--- src/rtl/alu_operand_stage.sv ---
// ID->EX operand stage: per-source forwarding, load-use hazard detection and a
// valid/ready output register. Optional FWD_CNT_EN adds a saturating forward counter.

module alu_operand_fwd #(
    parameter int DW          = 32,
    parameter int AW          = 5,
    parameter int ZERO_REG_EN = 1
) (
    input  logic [AW-1:0] addr,
    input  logic [DW-1:0] rf_data,
    input  logic          exm_wr_en,
    input  logic [AW-1:0] exm_waddr,
    input  logic [DW-1:0] exm_data,
    input  logic          exm_is_load,
    input  logic          wb_wr_en,
    input  logic [AW-1:0] wb_waddr,
    input  logic [DW-1:0] wb_data,
    output logic [DW-1:0] data,
    output logic          fwd_hit,
    output logic          load_hit
);
    logic is_zero;
    logic exm_match;
    logic wb_match;

    assign is_zero   = (ZERO_REG_EN != 0) && (addr == '0);
    assign exm_match = exm_wr_en && (exm_waddr == addr);
    assign wb_match  = wb_wr_en && (wb_waddr == addr);

    // A load in EX/MEM has no data yet: it falls through here but load_hit stalls the op.
    always_comb begin
        data     = rf_data;
        fwd_hit  = 1'b0;
        load_hit = exm_match && exm_is_load && !is_zero;
        if (is_zero) begin
            data = '0;
        end else if (exm_match && !exm_is_load) begin
            data    = exm_data;
            fwd_hit = 1'b1;
        end else if (wb_match) begin
            data    = wb_data;
            fwd_hit = 1'b1;
        end
    end
endmodule

module alu_operand_stage #(
    parameter int DW          = 32,
    parameter int AW          = 5,
    parameter int ZERO_REG_EN = 1
) (
    input  logic          clk,
    input  logic          rst_n,
    input  logic          in_valid,
    output logic          in_ready,
    input  logic [AW-1:0] rs_addr,
    input  logic [AW-1:0] rt_addr,
    input  logic          rt_used,
    input  logic [DW-1:0] rs_data,
    input  logic [DW-1:0] rt_data,
    input  logic [DW-1:0] imm,
    input  logic          alu_src,
    input  logic          exm_wr_en,
    input  logic [AW-1:0] exm_waddr,
    input  logic [DW-1:0] exm_data,
    input  logic          exm_is_load,
    input  logic          wb_wr_en,
    input  logic [AW-1:0] wb_waddr,
    input  logic [DW-1:0] wb_data,
    input  logic          flush,
    output logic          out_valid,
    input  logic          out_ready,
    output logic [DW-1:0] out_a,
    output logic [DW-1:0] out_b,
    output logic [DW-1:0] out_store,
    output logic          load_use_stall
`ifdef FWD_CNT_EN
    ,
    output logic [31:0]   fwd_cnt
`endif
);
    localparam int NSRC = 2;

    // Source 0 is rs (always read), source 1 is rt (read only when rt_used).
    logic [NSRC-1:0][AW-1:0] src_addr;
    logic [NSRC-1:0][DW-1:0] src_rf;
    logic [NSRC-1:0][DW-1:0] src_fwd;
    logic [NSRC-1:0]         src_used;
    logic [NSRC-1:0]         fwd_hit;
    logic [NSRC-1:0]         load_hit;
    logic                    hazard;
    logic                    accept;
    logic                    any_fwd;

    assign src_addr = {rt_addr, rs_addr};
    assign src_rf   = {rt_data, rs_data};
    assign src_used = {rt_used, 1'b1};

    for (genvar g = 0; g < NSRC; g++) begin : g_src
        alu_operand_fwd #(
            .DW          (DW),
            .AW          (AW),
            .ZERO_REG_EN (ZERO_REG_EN)
        ) u_fwd (
            .addr        (src_addr[g]),
            .rf_data     (src_rf[g]),
            .exm_wr_en   (exm_wr_en),
            .exm_waddr   (exm_waddr),
            .exm_data    (exm_data),
            .exm_is_load (exm_is_load),
            .wb_wr_en    (wb_wr_en),
            .wb_waddr    (wb_waddr),
            .wb_data     (wb_data),
            .data        (src_fwd[g]),
            .fwd_hit     (fwd_hit[g]),
            .load_hit    (load_hit[g])
        );
    end

    assign hazard         = in_valid && |(load_hit & src_used);
    assign load_use_stall = hazard;
    assign in_ready       = !hazard && (!out_valid || out_ready);
    assign accept         = in_valid && in_ready && !flush;
    assign any_fwd        = |(fwd_hit & src_used);

    always_ff @(posedge clk or negedge rst_n) begin
        if (!rst_n) begin
            out_valid <= 1'b0;
        end else if (flush) begin
            out_valid <= 1'b0;
        end else if (accept) begin
            out_valid <= 1'b1;
        end else if (out_ready) begin
            out_valid <= 1'b0;
        end
    end

    always_ff @(posedge clk or negedge rst_n) begin
        if (!rst_n) begin
            out_a     <= '0;
            out_b     <= '0;
            out_store <= '0;
        end else if (accept) begin
            out_a     <= src_fwd[0];
            out_b     <= alu_src ? imm : src_fwd[1];
            out_store <= src_fwd[1];
        end
    end

`ifdef FWD_CNT_EN
    always_ff @(posedge clk or negedge rst_n) begin
        if (!rst_n) begin
            fwd_cnt <= '0;
        end else if (accept && any_fwd && (fwd_cnt != '1)) begin
            fwd_cnt <= fwd_cnt + 32'd1;
        end
    end
`else
    logic unused_fwd;
    assign unused_fwd = any_fwd;
`endif

endmodule

--- config.mk ---
export PLATFORM = sky130hd
export DESIGN_NAME = alu_operand_stage
export DESIGN_NICKNAME = d
export VERILOG_FILES = /design/src/rtl/alu_operand_stage.sv
export SDC_FILE = /design/constraint.sdc
export NUM_CORES = 1
export LEC_CHECK = 0
export ABC_AREA = 1
export CELL_PAD_IN_SITES_DETAIL_PLACEMENT = 0
export CELL_PAD_IN_SITES_GLOBAL_PLACEMENT = 2
export CORE_MARGIN = 2
export CORE_UTILIZATION = 22
export CTS_CLUSTER_DIAMETER = 50
export DETAILED_ROUTE_END_ITERATION = 6
export GPL_TIMING_DRIVEN = 0
export PLACE_DENSITY_LB_ADDON = 0.1
export SLEW_MARGIN = 20
export SYNTH_ARGS = -nofsm -noshare
export SYNTH_HDL_FRONTEND = slang
export SYNTH_SLANG_ARGS = --single-unit
--- constraint.sdc ---
create_clock -name clk -period 1.6 [get_ports clk]
set_input_delay 0.4 -clock clk [delete_from_list [all_inputs] [get_ports clk]]
set_output_delay 0.4 -clock clk [all_outputs]
set_load 0.02 [all_outputs]
---- Word-level counts from Yosys, hierarchy flattened ----
Cells that the tools add are included.
operators by class
  muxes and demuxes ....................... 10
  reduce and logical (&&, ||, !) cells .... 25
  bitwise operators ....................... 1
  equality and inequality tests ........... 4
operators with widths
  cell               number
  $mux 32            7
  $eq 5x5->1         4
  $logic_and 1x1->1  14
  $logic_not 5->1    2
  $logic_not 1->1    6
  $mux 1             3
  $reduce_bool 3->1  1
  $and 2x2->2        1
  $reduce_or 2->1    1
  $logic_or 1x1->1   1
word-level totals
  output and inout bits ................... 99
  register bits after elaboration ......... 97
  input bits .............................. 190
  logic and storage cells ................. 44

---- Longest topological paths before layout ----
Gate-level depths: netlist of run 1.
  word-level depth ........................ 13
  gate-level depth with buffers ........... 14

---- Cells and area by module ----
From an unflattened synthesis of run 1, not the netlist that was laid out.
second synthesis, totals
  cell total of the unflattened synthesis .. 1219
  area, all modules ....................... 7694.9 µm²
by module, submodules not included
  module             cells each  area an instance (µm²)  sequential area each (µm²)  times used
  alu_operand_stage  541         4391.7                  2427.3                      1
  alu_operand_fwd    339         1651.6                  0.0                         2

---- Worst setup path after synthesis of run 1 ----
Ideal clock, no wire load.
  kind .................................... input port to output port
  start ................................... in exm_waddr[2]
  end ..................................... out in_ready
  stages on the path ...................... 10
  path slack .............................. -0.242 ns
  path buffers ............................ 0
  arrival time ............................ 1.442 ns
  cells stage by stage .................... inv_1 > nand2_1 > nand2_1 > nand2_1 > nor2_1 > nand3_1 > nand2_1 > nand2_4 > nor2_1 > a21oi_1
on the way
  word-level cells in the longest chain between the ends .. 9
  elaborated cells on any way between the ends .. 13
  classes of those cells .................. eq/ne: 2; bitwise: 1; reduce/logical: 10
ends and longest elaborated chain
  what                             line  source
  start, declared                  64    input logic [AW-1:0] exm_waddr,
  $eq 5x5->1                       27    assign exm_match = exm_wr_en && (exm_waddr == addr);
  $logic_and 1x1->1                27
  $logic_and 1x1->1 (2 in series)  34    load_hit = exm_match && exm_is_load && !is_zero;
  $and 2x2->2 (*)                  120   assign hazard = in_valid && |(load_hit & src_used);
  $reduce_or 2->1 (*)              120
  $logic_and 1x1->1 (*)            120
  net load_use_stall               76    output logic load_use_stall
  $logic_not 1->1 (*)              122   assign in_ready = !hazard && (!out_valid || out_ready);
  $logic_and 1x1->1 (*)            122
  end, declared                    55    output logic in_ready,
The timed path passes the listed nets; every way through them passes the cells marked *.

---- Worst setup path in the final report of run 1 ----
  start ................................... in rs_addr[4]
  end ..................................... out in_ready
on the way
  word-level cells in the longest chain between the ends .. 9
  elaborated cells on any way between the ends .. 11
  classes of those cells .................. eq/ne: 1; bitwise: 1; reduce/logical: 9
ends and longest elaborated chain
  what                   line  source
  start, declared        56    input logic [AW-1:0] rs_addr,
  $eq 5x5->1             27
  $logic_and 1x1->1      27
  $logic_and 1x1->1      34
  $logic_and 1x1->1 (*)  34
  $and 2x2->2 (*)        120
  $reduce_or 2->1 (*)    120
  $logic_and 1x1->1 (*)  120
  $logic_not 1->1 (*)    122
  $logic_and 1x1->1 (*)  122
Every way passes the cells marked *; elsewhere a longest branch is shown, timed or not.

==> reports/metrics.yaml, run 1 <==
r2r_start: "out_valid"
postLayoutCellArea_um2: 11800
wire_per_inst_um: 19.5
power_density_nw_per_um2: 759
crit_fanout: 3
skew_ns: 0.00955
route.detailed.drc: 0
coreArea_um2: 30700
async_flop_share_pct: 100
antenna_found_initial: 3
syn_avg_cell_area_um2: 6.72
cts.sinks: 97
final-hold-violation-count: 0
viasPerCell: 4.42
synth-seq-cells: 97
met2WireLength_um: 16400
yosysWarningCount: 0
dpl_cell_area_um2: 10300
maxSlewViolCount: 0
drtIter0Drc: 412
worstHoldPathType: "flop to flop"
top_layer: "met5"
grt_overflow: 0
synth_area_leader_cell: "dfrtp_1"
status: "finished, violations left"
post-route-util_pct: 38.3
yosysMostFrequentCell: "nand2_1"
yosys-top-cells-area: "dfrtp_1, nand2_1, nor2_1"
fin_nets: 1566
crit_path_end_kind: "output pin"
fin_crit_sh_pct: 107
place.gp.congestion: 0.800
die_h_um: 181
port_buffers: 287
cts_buffers: 9
ys_types: 30
clock_latency_ns: 0.36
syn-num-nets: 1219
yosys.area_share.simple_pct: 49.1
grt_usage_pct: 20.6
timing.fmax_ghz: 0.584
wirelength_met1_um: 16000
dp_slack_ns: -1.37
synth_edf_count: 0
ctsHtreeMaxLevel: 3
grt_pass1_vias: 8098
finalSetupViolCount: 48
cts_root_buffer: "clkbuf_16"
rrSetupSlack_ns: 0.06
setup_tns_ns: -1.37
grt_pass1_wl_um: 50800
die_area_um2: 32900
whs_endpoint: "out_b[20]"
finalWirelength_um: 34600
start_kind: "input pin"
ir_worst_vdd_mv: 0.454
syn_area_um2: 6910
hold_path_startpoint: "out_b[20]"
cts_tree: "done"
hpwl_um: 25400
yosysSeqAreaShare_pct: 35.1
cp_data_arrival_time_ns: 1.31
synth_top_family_by_area: "simple AND/OR/NAND/NOR gates"
critical_path_class: "input pin to output pin"
dieWidth_um: 181
yosys-top-cells-count: "nand2_1, nor2_1, dfrtp_1, nand3_1, nand4_1"
muxShareOfSynthArea_pct: 0
io_pins: 289
synth_compound_area_share_pct: 7.04
final_antenna_net_count: 0
synth_adder_area_share_pct: 0
worstRegToRegCells: 7
drt_first_pass_iters: 5
synth_ff_type: "dfrtp_1"
clk_pin_slew_ns: 0.08
power_uw: 8920
timing.final.ws_setup_ns: -0.111
synth_xor_area_share_pct: 0
cp.required_ns: 1.20
drv_cap: 0
leakage_uw: 0.00608
r2r_end: "out_a[21]"
clockBufferDepth: 2
start_util_pct: 22.5
whs_path_depth: 2
synth_cells: 1029
area_growth_syn_to_layout_pct: 70.1
rsz0062_at_grt: "true"
worstMarginPinSlew_ns: 0.524
route.met3.wl_um: 1750
drive_gt1_share_pct: 23.0
yosysTopAreaCellShare_pct: 35.1
grt_max_degree: 63
maxSlewHeadroom_pct: 65.1
violations: "setup timing"
vias: 7862
core.rowCount: 64
min_period_ns: 1.71
## power breakdown
group	switching, uW	total (uW)	internal (uW)	leakage (uW)
clock network	1140	2360	1220	0.000146
logic	1930	3480	1550	0.00472
registers	232	3090	2860	0.00121
total	3300	8920	5630	0.00608
## area by class of cell
type | count | area [um2]
fillers | 3352 | 19000
multi-input cells | 836 | 4180
well taps | 396 | 495
clock inverters | 6 | 66.3
inverters | 30 | 158
clock buffers | 9 | 225
repair buffers | 337 | 3530
flip-flops and latches | 97 | 2430
diodes | 3 | 7.51
plain buffers | 65 | 669
## state kept, by name, summed over array words and instances (netlist names)
register	cells
out_a	32
out_b	32
out_store	32
out_valid	1
## metrics by stage
stage	hold slack, ns	instances
after CTS	0.480	1762
after detailed placement	0.332	1713
final	0.474	1779
after global placement	0.462	1712
after floorplan	0.104	1029
after global routing	0.491	1776
## critical path, cell delays in order
cell and delay [ns]:
buf_8 0.09, inv_6 0.04, nand2_2 0.05, nand2_2 0.06, nor2_1 0.09, nand4_1 0.13
nand2_2 0.11, nand2_4 0.06, nor2_4 0.12, a21oi_4 0.04, buf_6 0.13
## layout by cell type (no fill, tap or decap), types with 10 or more instances in the layout
cell type / n
inv_1: 10
dfrtp_1: 97
nand3_1: 58
nor2_4: 11
dlygate4sd2_1: 99
o21ai_0: 32
buf_12: 18
nor2_2: 17
nand2_1: 432
nand4_1: 35
buf_4: 34
buf_8: 21
clkbuf_16: 15
clkdlybuf4s50_1: 162
buf_6: 28
o21ai_2: 32
nand2_2: 31
nand3_2: 43
nor2_1: 122
## worst max-delay path by stage
stage / startpoint / endpoint / slack [ns] / cells past startpoint
2_1_floorplan: exm_waddr[2] / in_ready / 0.01 / 10
3_3_place_gp: rst_n / out_valid / -4.26 / 1
3_5_place_dp: rs_addr[0] / in_ready / -1.37 / 9
4_1_cts: rt_addr[1] / in_ready / -0.21 / 13
5_1_grt: exm_waddr[1] / in_ready / -0.16 / 11
6_report: rs_addr[4] / in_ready / -0.11 / 11
## logic make-up after synthesis
logic type	after synthesis
AND/OR/NAND/NOR	764
flip-flops	97
AO/OA/AOI/OAI	72
buffers and inverters	96
## layer usage
layer,track usage (%),up-vias
li1,-,3991
met1,26.9,3636
met2,35.3,209
met3,4.13,24
met4,4.03,2
met5,0,-
## repair_timing
action | 4_1_cts | 5_1_grt
cloned | 6 | 6
buffers inserted | 28 | 8
pin swaps | 33 | 34
hold endpoints to repair | 35 | 0
hold buffers | 1 | 0
resized for setup | 293 | 121
setup endpoints to repair | 196 | 97
Power figures use the tool's default switching activity.
==> inputs of run 2 (changes only) <==
--- a/config.mk
+++ b/config.mk
@@ -5,11 +5,10 @@
 export SDC_FILE = /design/constraint.sdc
 export NUM_CORES = 1
 export LEC_CHECK = 0
-export ABC_AREA = 1
 export CELL_PAD_IN_SITES_DETAIL_PLACEMENT = 0
 export CELL_PAD_IN_SITES_GLOBAL_PLACEMENT = 2
 export CORE_MARGIN = 2
-export CORE_UTILIZATION = 22
+export CORE_UTILIZATION = 26
 export CTS_CLUSTER_DIAMETER = 50
 export DETAILED_ROUTE_END_ITERATION = 6
 export GPL_TIMING_DRIVEN = 0
==> constraint.sdc (replaced) <==
create_clock -name clk -period 2.1 [get_ports clk]
set_input_delay 0.525 -clock clk [delete_from_list [all_inputs] [get_ports clk]]
set_output_delay 0.525 -clock clk [all_outputs]
set_load 0.01 [all_outputs]
==> run 2 against run 1 <==
  * Wire length fell by 7.2%
  * Clock-buffer cell count grew 1
  * Cell count fell by 24%
  * The run still ends with setup timing left
  * Largest cell class is now multi-input combinational cells
  * Critical endpoint unchanged
==> reports/metrics.yaml, run 2 <==
status: "finished, violations left"
violations: "setup timing"
clockBufferDepth: 2  # unchanged
drive_gt1_share_pct: 26.6  # +3.6 points
cts_root_buffer: "clkbuf_16"
timing.final.ws_setup_ns: -0.144  # -0.0328 ns
cts.sinks: 97  # unchanged
worstMarginPinSlew_ns: 0.660  # +0.137 ns
vias: 7116  # -9.5%
synth_cells: 688  # -33%
viasPerCell: 5.27  # +19%
ir_worst_vdd_mv: 0.301  # -34%
grt_usage_pct: 24.0  # +3.4 points
switching_share_pct: 31.6  # -5.3 points
port_buffers: 287  # unchanged
skew_ns: 0.00818  # -0.00137 ns
die_h_um: 161  # -11%
drv_cap: 0  # unchanged
grt_overflow: 0  # unchanged
synth_area_leader_cell: "dfrtp_1"
pwr-share-comb_pct: 38.4  # -0.5 points
startpoint: "exm_waddr[2]"
synth_edf_count: 0  # unchanged
layout_commonest_cell: "clkdlybuf4s50_1"
pwr-share-clk_pct: 26.2  # -0.2 points
area_growth_syn_to_layout_pct: 74.9
cts_tree: "done"
crit_fanout: 2  # -1
rsz0062_at_grt: "true"
yosysMostFrequentCell: "dfrtp_1"
min_period_ns: 2.24
ys_types: 43  # +43%
cts-hold-fix-buffers: 0  # -1
finalWirelength_um: 32100  # -7.2%
clock_latency_ns: 0.36  # about the same
syn-num-nets: 878  # -28%
core.rowCount: 57  # -11%
seq_area_um2: 2430  # unchanged
rrSetupSlack_ns: 0.19  # +0.13 ns
wire_per_inst_um: 23.8  # +22%
largestRegisters: "out_a (32), out_b (32), out_store (32)"
yosysWarningCount: 0  # unchanged
power_uw: 6780  # -24%
cp.depth: 7  # -4
p_int_uw: 4640  # -18%
syn_avg_cell_area_um2: 9.36  # +39%
antenna_found_initial: 3  # unchanged
r2r_end: "out_store[26]"
die_area_um2: 26100  # -21%
fin_nets: 1210  # -23%
dpl_cell_area_um2: 9890  # -4.3%
start_util_pct: 26.5  # +4.0 points
async_flop_share_pct: 100  # unchanged
maxSlewViolCount: 0  # unchanged
coreArea_um2: 24300  # -21%
postLayoutCellArea_um2: 11300  # -4.2%
crit_path_end_kind: "output pin"
maxSlewHeadroom_pct: 56.0  # -9.1 points
yosys-top-cells-count: "dfrtp_1, clkbuf_1, o21ai_0, nand2_1, nand3_1"
place.gp.congestion: 0.794  # -0.69%
seqPwrFrac_pct: 35.4  # +0.7 points
final-hold-violation-count: 0  # unchanged
fin_crit_sh_pct: 107
clk_pin_slew_ns: 0.07  # about the same
timing.fmax_ghz: 0.446
yosysSeqAreaShare_pct: 37.7  # +2.6 points
crit_family: "simple AND/OR/NAND/NOR gates"
dieWidth_um: 161  # -11%
grt_pass1_vias: 7481  # -7.6%
path_cells: "buf_8, xnor2_4, nand3_4, or4_4, nand2_4, nor2_4, buf_6"
cp.required_ns: 1.57  # +0.37 ns
io_pins: 289  # unchanged
r2r_start: "out_valid"
start_kind: "input pin"
hpwl_um: 23500  # -7.8%
drtIter0Drc: 378  # -8.3%
synth_ff_type: "dfrtp_1"
leakage_uw: 0.00422  # -31%
yosys-top-cells-area: "dfrtp_1, a31oi_2, o21ai_0"
synth-seq-cells: 97  # unchanged
hold_slack_ns: 0.169  # -0.305 ns
finalSetupViolCount: 4  # -92%
yosysTopAreaCellShare_pct: 37.7  # +2.6 points
drt_first_pass_iters: 5  # unchanged
route.detailed.drc: 0  # unchanged
crit_buf_inv: 2  # -1
cts_buffers: 9  # unchanged
fillCellCount: 2384  # -29%
grt_max_degree: 63  # unchanged
slowest_delay_ns: 0.57  # +0.44 ns
critical_path_class: "input pin to output pin"
worstHoldPathType: "input pin to asynchronous set/reset pin"
multiInputGateArea_um2: 4030  # -3.6%
syn_area_um2: 6440  # -6.8%
cp_data_arrival_time_ns: 1.72  # +0.41 ns
worstRegToRegCells: 8  # +1
power_density_nw_per_um2: 602  # -21%
p_sw_uw: 2140  # -35%
slowest_stage: "or4_4"
grt_pass1_wl_um: 47000  # -7.4%
final_cell_mix: "clkdlybuf4s50_1, dfrtp_1, nand3_1, o21ai_0, nand2_1"
final_antenna_net_count: 0  # unchanged
ctsHtreeMaxLevel: 3  # unchanged
[run 2: changes by cell type after synthesis, sizes merged, moves of 32 or more]
cell and change:
nand4 -35, nand3 -67, clkbuf +53, a31oi +33, nor2 -146, buf -39
nor4 +32, nand2b +32, nand2 -432
[run 2: worst max-delay path by stage]
stage	endpoint	slack, ns
CTS	in_ready	-0.15
detailed placement	load_use_stall	-1.72
finish	in_ready	-0.14
global placement	out_b[13]	-3.91
floorplan	out_store[18]	-0.1
global route	in_ready	-0.18
[run 2: power groups by stage]
stage | registers, uW | logic [uW] | clock network (uW)
floorplan | 2560 | 827 | 0
global placement | 2430 | 2390 | 0
detailed placement | 2430 | 2400 | 0
CTS | 2400 | 2550 | 1830
global route | 2440 | 2770 | 1900
finish | 2400 | 2600 | 1770
[run 2: worst register-to-register path, cell delays in order (launching register included)]
cell and delay [ns]:
dfrtp_1 0.39, nor2b_4 0.15, nor3b_2 0.18, o41a_1 0.18, buf_6 0.13, and2_4 0.17
buf_12 0.14, clkbuf_16 0.17, mux2_4 0.30
[run 2: area by class of cell]
class                           count  area share, %
Multi-Input combinational cell    477           35.8
Antenna cell                        1         0.0222
Buffer                             73           5.75
Timing Repair Buffer              328           29.5
Clock inverter                      6          0.655
Clock buffer                       10           2.03
Sequential cell                    97           21.5
Inverter                           34           1.13
Tap cell                          324           3.60
[run 2: logic make-up after synthesis]
family / share of synthesized area [%]
xor gates and xnor gates: 2.72
buffers and inverters: 7.65
and+or+nand+nor: 13.8
AOI/OAI and AO/OA: 32.0
muxes: 6.18
DFF: 37.7
[run 2: repair_timing]
action	CTS	global route
setup buffers	27	5
gates resized for setup	225	97
pin swaps	21	14
gates cloned	7	1
endpoints found under the setup margin	99	98
[run 2: layer usage]
metal	up-vias	GRT usage (%)	wire length [um]
met5	-	0	13
met4	2	6.70	465
met3	32	6.37	2200
met2	287	38.2	15000
met1	3469	32.2	14400
li1	3326	-	-
[run 2: metrics by stage]
stage	TNS (ns)	util (%)	cells	setup WS, ns
after floorplan	-2.01	-	688	-0.0963
after global routing	-0.729	46.3	1350	-0.183
after CTS	-0.458	44.7	1344	-0.151
final	-0.312	46.3	1350	-0.144
after global placement	-509.61	40.6	1299	-3.91
after detailed placement	-128.43	40.7	1300	-1.72
==> RTL change 1: new RTL, flow settings as in run 1 <==
Add a define of `FWD_CNT_EN`.
--- a/src/rtl/alu_operand_stage.sv
+++ b/src/rtl/alu_operand_stage.sv
@@ -1,5 +1,7 @@
 // ID->EX operand stage: per-source forwarding, load-use hazard detection and a
 // valid/ready output register. Optional FWD_CNT_EN adds a saturating forward counter.
+
+`define FWD_CNT_EN
 
 module alu_operand_fwd #(
     parameter int DW          = 32,
Function (old outputs only; new: fwd_cnt): kept (equiv_simple and equiv_induct, registers matched by name and starting in step).
==> RTL change 1 against run 1 <==
The flow still finishes with violations (negative setup slack); cell area up 31%; register-to-register slack worse by 220 ps; routed wire length up 27%; non-clock buffer count up 89; power up 40%; first-iteration DRC count down 4.1%; core utilization up 3.8 points; fmax down 2.9%; area after synthesis up 19%; highest routed layer unchanged; worst setup slack worse by 52 ps; sequential cell count up 32; critical path depth unchanged; sequential power up 29%.
==> RTL change 1: results (changes against run 1) <==
non-filler cells, final=2,141 (+20%); top post-synthesis cells by count=nand2_1, nand3_1, dfrtp_1; GRT Total Usage=0.225 (+0.0189); final wirelength=44,000 um (+27%); Placed Instances=2,011 (+17%); Final GP Congestion=0.821 (+2.7%); final setup TNS=-7650 ps (-6280 ps); # nets final=1,850 (+18%); crit path max-delay cell type=dfrtp_2; Mapped Cells=1,222 (+19%); ys async rst share=1.00 (unchanged); Initial DRT Pass Iterations=5 (unchanged); IO buf count=320 (+11%); drt first-iter violations=395 (-4.1%); Peak VDD IR=0.770 mV (+70%); Fillers=3,816 (+14%); worst hold path class=reg2reg; CTS Root Cell=clkbuf_16; critical path peak fanout=5 (+2); fraction of layout cells with a size suffix above 1=0.364 (+0.133); via count=9,908 (+26%); Seq/Total Area, Yosys=0.391 (+0.0403); CTS max path bufs=2 (unchanged); Final setup violation count=83 (+73%); outcome=finished with violations; failing checks=negative setup slack; Critical Path Max Stage Delay=410 ps (+280 ps); Worst-path clk slew=60 ps (-20 ps); Worst-Skew Late Latency=450 ps (+90 ps); pin count of the biggest net entering global routing=67 (+6.3%); clk_skew=10.7 ps (+1.16 ps); first-pass GRT wire length=64,400 um (+27%); most area-consuming cells after synthesis=dfrtp_1, nand2_1, nand3_1, o21ai_0, inv_1; CTS H-tree lvls=4 (+1); DP HPWL=31,800 um (+25%); pre-CTS setup slack=-1560 ps (-192 ps); Synth cell types=30 (unchanged); data arrival time of the critical path=2140 ps (+830 ps); yosys warns=0 (unchanged); vias in the first global route=10,273 (+27%); final setup margin=-163 ps (-52.0 ps); CTS buffer count=17 (+8); final hold slack=469 ps (-5.21 ps); initial antenna violation count=5 (+2); Syn Nets=1,413 (+16%); P_leak=0.00740 uW (+22%); Tightest Pin Transition=623 ps (+99.4 ps)
[RTL change 1: timing repair]
action | CTS | global route
resized for setup | 701 | 358
hold endpoints to repair | 65 | 0
setup buffers | 63 | 22
gates cloned | 11 | 4
hold buffers | 1 | 0
pin swaps | 56 | 67
setup endpoints to repair | 260 | 173
[RTL change 1: cells by family after synthesis]
family,Yosys count,share of synthesized area
AND/OR/NAND/NOR,720,0.376
buffers and inverters,173,0.0860
AO/OA/AOI/OAI,167,0.111
flip-flops,129,0.391
XOR/XNOR,32,0.0340
adder cells (fa/ha/maj),1,0.00152
[RTL change 1: layer usage]
metal | track usage | up-vias | wire length, um
met5 | 0 | - | 42
met4 | 0.0599 | 6 | 652
met3 | 0.0676 | 35 | 3030
met2 | 0.377 | 249 | 21200
met1 | 0.280 | 4768 | 19100
li1 | - | 4850 | -
[RTL change 1: metrics by stage]
step           instance area (um^2)   util
2_1_floorplan                  8350      -
3_3_place_gp                  12100  0.330
3_5_place_dp                  12200  0.331
4_1_cts                       14600  0.396
5_1_grt                       15500  0.420
6_report                      15500  0.420
[RTL change 1: layout make-up]
class                      count  share of cell area
sequential                   129               0.211
tap                          468              0.0379
antenna                        1            0.000162
buffer                        70              0.0515
multi-input combinational    920               0.356
clock inverter                13              0.0151
clock buffer                  19              0.0293
timing repair buffer         421               0.273
inverter                     100              0.0261
[RTL change 1: final timing paths]
kind,start,endpoint,cells after the start
setup reg to reg,fwd_cnt[15],fwd_cnt[20],11
setup / recovery,fwd_cnt[15],fwd_cnt[20],11
max in group asynchronous,rst_n,fwd_cnt[6],3
min in group asynchronous,rst_n,out_a[3],2
hold reg to reg,out_b[21],out_b[21],2
hold / removal,out_b[21],out_b[21],2
[RTL change 1: power breakdown]
part	leakage (uW)	total, uW	switching (uW)	internal, uW
clock network	0.000321	4740	1730	3010
registers	0.00161	4000	307	3690
logic	0.00547	3730	2050	1680
total	0.00740	12500	4090	8380
[RTL change 1: critical path, delay by kind of cell, from the launching register on]
kind / cells / cell delay [ps]
DFF: 1 / 410
buffers and inverters: 3 / 440
and+or+nand+nor: 8 / 840
==> RTL change 2: new RTL, config.mk and constraints of run 1 <==
Without the edit above. `ZERO_REG_EN` is set to 1 in 2 places; all go to 0.
--- a/src/rtl/alu_operand_stage.sv
+++ b/src/rtl/alu_operand_stage.sv
@@ -4,7 +4,7 @@
 module alu_operand_fwd #(
     parameter int DW          = 32,
     parameter int AW          = 5,
-    parameter int ZERO_REG_EN = 1
+    parameter int ZERO_REG_EN = 0
 ) (
     input  logic [AW-1:0] addr,
     input  logic [DW-1:0] rf_data,
@@ -47,7 +47,7 @@
 module alu_operand_stage #(
     parameter int DW          = 32,
     parameter int AW          = 5,
-    parameter int ZERO_REG_EN = 1
+    parameter int ZERO_REG_EN = 0
 ) (
     input  logic          clk,
     input  logic          rst_n,
Function: changed (Yosys sat finds a counterexample within 4 cycles, from zero or initial values and one cycle with rst_n low).
==> RTL change 2 against run 1 <==
The flow still finishes with violations (negative setup slack); area after synthesis is 5.1% lower; cell count down 0.28%; cell area shrank 6.5%; worst setup slack better by 3.0 ps; critical path depth unchanged; sequential share of layout area is 1.4 points higher; die area decreased by 5.0%; highest routed layer unchanged; global-route usage is 0.21 points lower; power is 4.4% lower; clock power decreased by 5%; sequential cell count stayed put; routed wire length shrank 7.7%.
==> RTL change 2: results (changes against run 1) <==
outcome=finished with violations; failing checks=negative setup slack; hold_sp=out_a[13]; r2r worst-path depth=8 (+1); metal1 wirelength=14,600 um (-9.0%); final setup margin=-108 ps (+2.98 ps); most area-consuming cells after synthesis=dfrtp_1, nand2_1, nand3_1, inv_1, nand4_1; Seq/Total Area, Yosys=0.370 (+0.0189); Final GP Congestion=0.814 (+1.7%); post-cts resize count=319 (+8.9%); M1 GR Usage=0.270 (+0.00169); drt first-iter violations=337 (-18%); final setup TNS=-187 ps (+1190 ps); pin count of the biggest net entering global routing=62 (-1.6%); setup bufs post-CTS=15 (-46%); n_diodes=0 (-3); pre-CTS setup slack=-1480 ps (-109 ps); M2 GR Usage=0.344 (-0.00887); DP HPWL=24,200 um (-5.0%); P_leak=0.00596 uW (-1.9%); met3 usage=0.0457 (+0.00443); top post-synthesis cells by count=nand2_1, nand3_1, inv_1; R2R Path End=out_store[20]; placed instance area=9950 um^2 (-3.7%); Final setup violation count=2 (-96%); vias in the first global route=8,076 (-0.27%); Synth cell types=22 (-27%); # nets final=1,569 (+0.19%); first-pass GRT wire length=47,600 um (-6.2%); final wirelength=32,000 um (-7.7%); synthesized area per cell=6.23 um^2 (-7.3%); hold path endpoint=out_a[13]; final hold slack=475 ps (+1.27 ps); Pint=5350 uW (-5.0%); fraction of layout cells with a size suffix above 1=0.152 (-0.0780); GRT Total Usage=0.204 (-0.00212); post-route cell area=11,000 um^2 (-6.5%); Peak VDD IR=0.436 mV (-4.0%); post-synthesis compound-gate area fraction=0.0328 (-0.0376); Fillers=3,321 (-0.92%)
==> RTL change 2: cell types whose count changed after synthesis, sizes merged <==
cell    change
o21ai      -30
nor2      -133
clkinv      +2
buf         -7
nor3        +1
o211ai      +1
nand3b      -1
clkbuf      +7
inv        +96
nand3      +30
a21oi       -1
nand2      +30
nand4      +29
==> RTL change 2: power by group through the flow <==
stage          logic, uW  clock network, uW  registers (uW)
6_report            3220               2240            3070
3_3_place_gp        3310                  0            3140
4_1_cts             3200               2330            3080
3_5_place_dp        3320                  0            3140
2_1_floorplan        939                  0            3640
5_1_grt             3520               2420            3140
==> RTL change 2: worst max-delay path: cells and delay by family <==
| family | cells | cell delay [ps] |
|---|---|---|
| buffers and inverters | 4 | 320 |
| AND/OR/NAND/NOR | 7 | 600 |
==> RTL change 2: layout make-up <==
| class | count | area share |
|---|---|---|
| flip-flops and latches | 97 | 0.221 |
| clock inverters | 6 | 0.00455 |
| repair buffers | 318 | 0.287 |
| clock buffers | 10 | 0.0217 |
| plain buffers | 63 | 0.0500 |
| well taps | 390 | 0.0444 |
| inverters | 128 | 0.0456 |
| multi-input cells | 762 | 0.326 |
==> RTL change 2: worst max path at each step <==
stage | startpoint | endpoint | depth (start not counted)
floorplan | rs_addr[4] | out_a[0] | 9
global placement | rst_n | out_b[16] | 1
detailed placement | rs_addr[4] | out_a[26] | 11
CTS | rs_addr[2] | in_ready | 11
global route | rt_addr[1] | in_ready | 11
finish | rt_addr[1] | in_ready | 11
==> RTL change 2: cell families after synthesis <==
family | count (synthesis)
AOI/OAI and AO/OA | 42
buffers and inverters | 194
DFF | 97
and+or+nand+nor | 720
